--- config.mk ---
export PLATFORM = sky130hd
export DESIGN_NAME = pcie_axi_window_gate
export DESIGN_NICKNAME = d
export VERILOG_FILES = /design/src/rtl/pcie_axi_window_gate.sv
export SDC_FILE = /design/constraint.sdc
export NUM_CORES = 1
export LEC_CHECK = 0
export CAP_MARGIN = 10
export CORE_AREA = 2 2 204 206
export DETAILED_ROUTE_END_ITERATION = 12
export DIE_AREA = 0 0 206 208
export SYNTH_ARGS = -nofsm -noshare
export SYNTH_HDL_FRONTEND = slang
export SYNTH_SLANG_ARGS = --single-unit
--- constraint.sdc ---
create_clock -name clock -period 4.7 [get_ports clock]
set_clock_uncertainty 0.15 [all_clocks]
set_input_delay 0.705 -clock clock [delete_from_list [all_inputs] [get_ports clock]]
set_output_delay 0.705 -clock clock [all_outputs]
set_load 0.01 [all_outputs]
--- src/rtl/pcie_axi_window_gate.sv ---
// pcie_axi_window_gate: AXI4 gate in front of the PCIe bridge s_axi port.
// Forwards in-window requests with a rebased address and caps outstanding
// bursts per direction. Out-of-window requests, and any request made while
// the link is down, are answered locally with SLVERR/DECERR.
// Build macro PCIE_WIN_ERR_CNT_EN adds a saturating error-burst counter
// (err_count) with a synchronous clear (err_clear).
module pcie_axi_window_gate #(
    parameter int ID_W       = 4,
    parameter int DATA_W     = 64,
    parameter int ADDR_IN_W  = 38,
    parameter int ADDR_OUT_W = 32,
    parameter logic [ADDR_IN_W-1:0] WINDOW_BASE = 38'h2000_0000,
    parameter logic [ADDR_IN_W-1:0] WINDOW_SIZE = 38'h4000_0000,
    parameter int MAX_OUTST  = 8
) (
    input  logic                  clock,
    input  logic                  reset,
    input  logic                  link_up,
`ifdef PCIE_WIN_ERR_CNT_EN
    input  logic                  err_clear,
    output logic [15:0]           err_count,
`endif
    // upstream write address
    input  logic                  in_aw_valid,
    output logic                  in_aw_ready,
    input  logic [ID_W-1:0]       in_aw_bits_id,
    input  logic [ADDR_IN_W-1:0]  in_aw_bits_addr,
    input  logic [7:0]            in_aw_bits_len,
    input  logic [2:0]            in_aw_bits_size,
    input  logic [1:0]            in_aw_bits_burst,
    // upstream write data
    input  logic                  in_w_valid,
    output logic                  in_w_ready,
    input  logic [DATA_W-1:0]     in_w_bits_data,
    input  logic [DATA_W/8-1:0]   in_w_bits_strb,
    input  logic                  in_w_bits_last,
    // upstream write response
    output logic                  in_b_valid,
    input  logic                  in_b_ready,
    output logic [ID_W-1:0]       in_b_bits_id,
    output logic [1:0]            in_b_bits_resp,
    // upstream read address
    input  logic                  in_ar_valid,
    output logic                  in_ar_ready,
    input  logic [ID_W-1:0]       in_ar_bits_id,
    input  logic [ADDR_IN_W-1:0]  in_ar_bits_addr,
    input  logic [7:0]            in_ar_bits_len,
    input  logic [2:0]            in_ar_bits_size,
    input  logic [1:0]            in_ar_bits_burst,
    // upstream read data
    output logic                  in_r_valid,
    input  logic                  in_r_ready,
    output logic [ID_W-1:0]       in_r_bits_id,
    output logic [DATA_W-1:0]     in_r_bits_data,
    output logic [1:0]            in_r_bits_resp,
    output logic                  in_r_bits_last,
    // bridge write address
    output logic                  out_aw_valid,
    input  logic                  out_aw_ready,
    output logic [ID_W-1:0]       out_aw_bits_id,
    output logic [ADDR_OUT_W-1:0] out_aw_bits_addr,
    output logic [7:0]            out_aw_bits_len,
    output logic [2:0]            out_aw_bits_size,
    output logic [1:0]            out_aw_bits_burst,
    // bridge write data
    output logic                  out_w_valid,
    input  logic                  out_w_ready,
    output logic [DATA_W-1:0]     out_w_bits_data,
    output logic [DATA_W/8-1:0]   out_w_bits_strb,
    output logic                  out_w_bits_last,
    // bridge write response
    input  logic                  out_b_valid,
    output logic                  out_b_ready,
    input  logic [ID_W-1:0]       out_b_bits_id,
    input  logic [1:0]            out_b_bits_resp,
    // bridge read address
    output logic                  out_ar_valid,
    input  logic                  out_ar_ready,
    output logic [ID_W-1:0]       out_ar_bits_id,
    output logic [ADDR_OUT_W-1:0] out_ar_bits_addr,
    output logic [7:0]            out_ar_bits_len,
    output logic [2:0]            out_ar_bits_size,
    output logic [1:0]            out_ar_bits_burst,
    // bridge read data
    input  logic                  out_r_valid,
    output logic                  out_r_ready,
    input  logic [ID_W-1:0]       out_r_bits_id,
    input  logic [DATA_W-1:0]     out_r_bits_data,
    input  logic [1:0]            out_r_bits_resp,
    input  logic                  out_r_bits_last
);

    localparam int CNT_W = 8;
    // One extra bit so BASE+SIZE cannot wrap at the top of the address space.
    localparam logic [ADDR_IN_W:0] WIN_END = {1'b0, WINDOW_BASE} + {1'b0, WINDOW_SIZE};

    typedef enum logic [1:0] {W_IDLE, W_PASS, W_DRAIN, W_ERRB} wr_state_t;
    typedef enum logic       {R_IDLE, R_ERR}                   rd_state_t;

    function automatic logic win_hit(input logic [ADDR_IN_W-1:0] a);
        return ({1'b0, a} >= {1'b0, WINDOW_BASE}) && ({1'b0, a} < WIN_END);
    endfunction

    function automatic logic [ADDR_OUT_W-1:0] xlate(input logic [ADDR_IN_W-1:0] a);
        return ADDR_OUT_W'(a - WINDOW_BASE);
    endfunction

    // Link down dominates: a miss while the link is down still reports SLVERR.
    function automatic logic [1:0] err_code(input logic lnk);
        return lnk ? 2'b11 : 2'b10;
    endfunction

    // Outstanding count update; a decrement at zero is ignored rather than wrapping.
    function automatic logic [CNT_W-1:0] cnt_next(input logic [CNT_W-1:0] c,
                                                  input logic inc, input logic dec);
        if (inc && !dec)               return c + 1'b1;
        if (dec && !inc && c != '0)    return c - 1'b1;
        return c;
    endfunction

    wr_state_t         wr_state, wr_state_n;
    rd_state_t         rd_state, rd_state_n;
    logic [CNT_W-1:0]  wr_cnt, rd_cnt;
    logic              wr_inc, wr_dec, wr_err_acc;
    logic              rd_inc, rd_dec, rd_err_acc;
    logic [ID_W-1:0]   b_id_q, r_id_q;
    logic [1:0]        b_code_q, r_code_q;
    logic [7:0]        r_len_q, r_beat_q;
    logic              r_last;
    logic              aw_fwd, ar_fwd, wr_room, rd_room;

    assign aw_fwd  = win_hit(in_aw_bits_addr) && link_up;
    assign ar_fwd  = win_hit(in_ar_bits_addr) && link_up;
    assign wr_room = wr_cnt < CNT_W'(MAX_OUTST);
    assign rd_room = rd_cnt < CNT_W'(MAX_OUTST);
    assign r_last  = (r_beat_q == r_len_q);

    // Request payloads pass straight through; only the handshakes are gated.
    assign out_aw_bits_id    = in_aw_bits_id;
    assign out_aw_bits_addr  = xlate(in_aw_bits_addr);
    assign out_aw_bits_len   = in_aw_bits_len;
    assign out_aw_bits_size  = in_aw_bits_size;
    assign out_aw_bits_burst = in_aw_bits_burst;
    assign out_w_bits_data   = in_w_bits_data;
    assign out_w_bits_strb   = in_w_bits_strb;
    assign out_w_bits_last   = in_w_bits_last;
    assign out_ar_bits_id    = in_ar_bits_id;
    assign out_ar_bits_addr  = xlate(in_ar_bits_addr);
    assign out_ar_bits_len   = in_ar_bits_len;
    assign out_ar_bits_size  = in_ar_bits_size;
    assign out_ar_bits_burst = in_ar_bits_burst;

    // Write-side next state and channel gating; everything held quiet during reset.
    always_comb begin
        wr_state_n     = wr_state;
        out_aw_valid   = 1'b0;
        in_aw_ready    = 1'b0;
        out_w_valid    = 1'b0;
        in_w_ready     = 1'b0;
        in_b_valid     = out_b_valid;
        in_b_bits_id   = out_b_bits_id;
        in_b_bits_resp = out_b_bits_resp;
        out_b_ready    = in_b_ready;
        wr_inc         = 1'b0;
        wr_err_acc     = 1'b0;
        unique case (wr_state)
            W_IDLE: begin
                if (aw_fwd) begin
                    if (wr_room) begin
                        out_aw_valid = in_aw_valid;
                        in_aw_ready  = out_aw_ready;
                        if (in_aw_valid && out_aw_ready) begin
                            wr_inc     = 1'b1;
                            wr_state_n = W_PASS;
                        end
                    end
                end else begin
                    // Wait for forwarded writes to retire so the local B cannot overtake them.
                    in_aw_ready = (wr_cnt == '0);
                    if (in_aw_valid && wr_cnt == '0) begin
                        wr_err_acc = 1'b1;
                        wr_state_n = W_DRAIN;
                    end
                end
            end
            W_PASS: begin
                out_w_valid = in_w_valid;
                in_w_ready  = out_w_ready;
                if (in_w_valid && out_w_ready && in_w_bits_last) wr_state_n = W_IDLE;
            end
            W_DRAIN: begin
                in_w_ready = 1'b1;
                if (in_w_valid && in_w_bits_last) wr_state_n = W_ERRB;
            end
            W_ERRB: begin
                in_b_valid     = 1'b1;
                in_b_bits_id   = b_id_q;
                in_b_bits_resp = b_code_q;
                out_b_ready    = 1'b0;
                if (in_b_ready) wr_state_n = W_IDLE;
            end
            default: wr_state_n = W_IDLE;
        endcase
        if (reset) begin
            out_aw_valid = 1'b0;
            in_aw_ready  = 1'b0;
            out_w_valid  = 1'b0;
            in_w_ready   = 1'b0;
            in_b_valid   = 1'b0;
            out_b_ready  = 1'b0;
        end
    end

    // Read-side next state and channel gating; local beats replace the bridge in R_ERR.
    always_comb begin
        rd_state_n     = rd_state;
        out_ar_valid   = 1'b0;
        in_ar_ready    = 1'b0;
        in_r_valid     = out_r_valid;
        in_r_bits_id   = out_r_bits_id;
        in_r_bits_data = out_r_bits_data;
        in_r_bits_resp = out_r_bits_resp;
        in_r_bits_last = out_r_bits_last;
        out_r_ready    = in_r_ready;
        rd_inc         = 1'b0;
        rd_err_acc     = 1'b0;
        unique case (rd_state)
            R_IDLE: begin
                if (ar_fwd) begin
                    if (rd_room) begin
                        out_ar_valid = in_ar_valid;
                        in_ar_ready  = out_ar_ready;
                        rd_inc       = in_ar_valid && out_ar_ready;
                    end
                end else begin
                    in_ar_ready = (rd_cnt == '0);
                    if (in_ar_valid && rd_cnt == '0) begin
                        rd_err_acc = 1'b1;
                        rd_state_n = R_ERR;
                    end
                end
            end
            R_ERR: begin
                in_r_valid     = 1'b1;
                in_r_bits_id   = r_id_q;
                in_r_bits_data = '0;
                in_r_bits_resp = r_code_q;
                in_r_bits_last = r_last;
                out_r_ready    = 1'b0;
                if (in_r_ready && r_last) rd_state_n = R_IDLE;
            end
            default: rd_state_n = R_IDLE;
        endcase
        if (reset) begin
            out_ar_valid = 1'b0;
            in_ar_ready  = 1'b0;
            in_r_valid   = 1'b0;
            out_r_ready  = 1'b0;
        end
    end

    assign wr_dec = out_b_valid && out_b_ready;
    assign rd_dec = out_r_valid && out_r_ready && out_r_bits_last;

    // Write FSM state, outstanding count and latched local-B response.
    always_ff @(posedge clock or posedge reset) begin
        if (reset) begin
            wr_state <= W_IDLE;
            wr_cnt   <= '0;
            b_id_q   <= '0;
            b_code_q <= '0;
        end else begin
            wr_state <= wr_state_n;
            wr_cnt   <= cnt_next(wr_cnt, wr_inc, wr_dec);
            if (wr_err_acc) begin
                b_id_q   <= in_aw_bits_id;
                b_code_q <= err_code(link_up);
            end
        end
    end

    // Read FSM state, outstanding count and local-R burst tracking.
    always_ff @(posedge clock or posedge reset) begin
        if (reset) begin
            rd_state <= R_IDLE;
            rd_cnt   <= '0;
            r_id_q   <= '0;
            r_code_q <= '0;
            r_len_q  <= '0;
            r_beat_q <= '0;
        end else begin
            rd_state <= rd_state_n;
            rd_cnt   <= cnt_next(rd_cnt, rd_inc, rd_dec);
            if (rd_err_acc) begin
                r_id_q   <= in_ar_bits_id;
                r_code_q <= err_code(link_up);
                r_len_q  <= in_ar_bits_len;
                r_beat_q <= '0;
            end else if (rd_state == R_ERR && in_r_ready) begin
                r_beat_q <= r_beat_q + 1'b1;
            end
        end
    end

    // A bridge completion with nothing outstanding is a protocol violation.
    assert property (@(posedge clock) disable iff (reset) !(wr_dec && wr_cnt == '0));
    assert property (@(posedge clock) disable iff (reset) !(rd_dec && rd_cnt == '0));

`ifdef PCIE_WIN_ERR_CNT_EN
    function automatic logic [15:0] sat_add(input logic [15:0] a, input logic [1:0] n);
        logic [16:0] s;
        s = {1'b0, a} + 17'(n);
        return s[16] ? 16'hFFFF : s[15:0];
    endfunction

    logic       b_err_done, r_err_done;
    logic [1:0] err_evt;

    assign b_err_done = (wr_state == W_ERRB) && in_b_ready;
    assign r_err_done = (rd_state == R_ERR) && in_r_ready && r_last;
    assign err_evt    = 2'(b_err_done) + 2'(r_err_done);

    // Error-burst counter: clear has priority over a same-cycle increment.
    always_ff @(posedge clock or posedge reset) begin
        if (reset)          err_count <= '0;
        else if (err_clear) err_count <= '0;
        else                err_count <= sat_add(err_count, err_evt);
    end
`endif

endmodule

==> results_dict.tcl <==
set metrics [dict create \
    wirelength_um 15800 \
    initial_core_util 0.115 \
    tns_ns 0 \
    synth_area_mm2 0.00466 \
    die_h_um 208 \
    fin_crit_sh 0.852 \
    grt_pass1_vias 3735 \
    yosysMostFrequentCell "buf_4" \
    crit_required_ns 3.85 \
    clock-sinks 47 \
    worstPathCellList "clkdlybuf4s50_1 > nor4b_1 > nand3_1 > mux2i_1 > nor4b_1 > clkdlybuf4s50_1" \
    num_rows 74 \
    finalInstanceArea_mm2 0.00655 \
    grt_pass1_wl_um 22900 \
    root_buffer "clkbuf_16" \
    cp.arrival_ns 3.15 \
    core_area_mm2 0.0406 \
    vdd_ir_drop_max_uv 160 \
    groute.usage.overall 0.0719 \
    rsz0062_at_grt "no" \
    drc 0 \
    ctsHoldBuffers 0 \
    drive_above_1_share 0.104 \
    max-clock-path-buffers 2 \
    fmax_ghz 0.250 \
    clk_pin_slew_worst_paths_ns 0.07 \
    syn_inst 521 \
    insertion_delay_ns 0.31 \
    synthTopCellsByCount "168 x buf_4, 65 x nor2b_1, 47 x dfrtp_1" \
    ctsResizeCount 0 \
    dieArea_mm2 0.0428 \
    maxCapViolCount 0 \
    avgSynthCellArea_um2 8.95 \
    synth_top_area_cell "buf_4" \
    status "completed" \
    slew_violations 0 \
    synth_top_area_share 0.270 \
    syn2layout_area_growth_pct 40.3 \
    cpLargestDelayFamily "buffers and inverters" \
    p_leak_nw 2.38 \
    place_area_mm2 0.00640 \
    routedWlPerCell_um 14.1 \
    die_x_um 206 \
    cts_buffers 5 \
    via_per_inst 3.21 \
    antenna_left 0 \
    htreeDepth 2 \
    setup_violations 0 \
    period_needed_ns 4.00 \
    place_ws_ns 0.661 \
    drt-initial-drc-count 53 \
    seq_area_frac_synth 0.252 \
    fin_ws_ns 0.698 \
    synth_fp_nets 805 \
    vias 3601 \
    cts_setup_buffers 0 \
    synth.distinct_cells 62 \
    n_antenna_cell 0 \
    power.density_mw_per_mm2 364 \
    end_kind "primary output" \
    hold_class "reg -> reg" \
    cp_slowest_cell "clkdlybuf4s50_1" \
    hpwlAfterDp_um 13000 \
    synth_edf_count 0 \
    grt_max_degree 36 \
    portBuffers 234 \
    overflow 0 \
    critPathKind "in -> out" \
    ys_ff_latch 47 \
    io_pins 531 \
    cpPeakStageDelay_ns 0.64 \
    tightest_slew_ns 0.712 \
    yosysWarnings 0 \
    finalNetCount 872 \
    maxSlewHeadroom 0.525 \
    antenna_found_initial 3 \
    cts_tree "yes" \
    worstSetupStartpointType "primary input" \
    gp_congestion 0.760 \
    hold_viol 0 \
    async_reset_ff_frac 1.00 \
    synth_ff_type "dfrtp_1" \
    dr.pass1.iters 4 \
    path_buf_inv 2 \
    synthTopCellsByArea "buf_4 27%, dfrtp_1 25%, nor2b_1 8.7%" \
    path_max_fanout 9 \
]
## worst paths after layout
check	startpoint	endpoint	slack, ns	cells past startpoint
min in group asynchronous	reset	b_id_q[0]	1.11	3
max in group asynchronous	reset	r_beat_q[1]	3.00	3
setup / recovery	link_up	in_aw_ready	0.70	6
setup reg to reg	rd_state	rd_cnt[2]	2.18	5
hold / removal	r_code_q[1]	r_code_q[1]	0.32	1
hold reg to reg	r_code_q[1]	r_code_q[1]	0.32	1
## cells in the final DEF, fill, tap and decap left out, types with 7 or more instances in the layout
cell type	synthesis	routed
xor2_1	7	7
nor2b_1	65	65
xnor2_1	16	16
clkdlybuf4s50_1	0	234
o21ai_0	12	12
nand2_1	13	13
ha_1	11	11
inv_1	18	17
nor2_1	21	21
nand3_1	14	14
a21oi_1	8	8
mux2_2	27	27
dfrtp_1	47	46
## cell type report
class / instances / area (um2)
timing repair buffer: 240 / 2390
inverter: 18 / 67.6
sequential: 47 / 1180
fill: 4559 / 34000
clock buffer: 5 / 125
tap: 532 / 666
multi-input combinational: 276 / 2100
clock inverter: 3 / 20.0
## registers in the layout, indices dropped and copies added (netlist names)
signal / flops
b_id_q: 4
wr_state: 2
r_code_q: 2
r_beat_q: 8
rd_cnt: 8
rd_state: 1
r_id_q: 4
r_len_q: 8
wr_cnt: 8
b_code_q: 2
## layer usage
metal	GRT usage	wire, um	part of all wire
met4	0.0409	781	0.049
met5	0	21	0.0013
met2	0.104	6890	0.44
met3	0.0365	1660	0.11
met1	0.0851	6450	0.41
## per-stage QoR
step                      hold WS (ns)  std cells  utilization  total power [W]
after global routing             0.331       1121        0.161          0.00258
after detailed placement         0.303       1113        0.158          0.00203
after CTS                        0.320       1121        0.161          0.00245
final                            0.315       1121        0.161          0.00238
after floorplan                  0.278        521            -          0.00159
after global placement           0.295       1113        0.158          0.00201
## where the power goes
group,internal [W],total (W),switching (W)
registers,0.000572,0.000761,0.000188
clock network,0.000197,0.000380,0.000183
logic,0.000701,0.00124,0.000539
## cells by family after synthesis
logic type | after synthesis | synth area share
AOI/OAI and AO/OA | 42 | 0.0596
xor gates and xnor gates | 23 | 0.0432
adders and majority gates | 11 | 0.0295
buffers and inverters | 198 | 0.297
DFF | 47 | 0.252
muxes | 40 | 0.0958
and+or+nand+nor | 160 | 0.223
No activity file was read; power rests on OpenSTA's default activity.
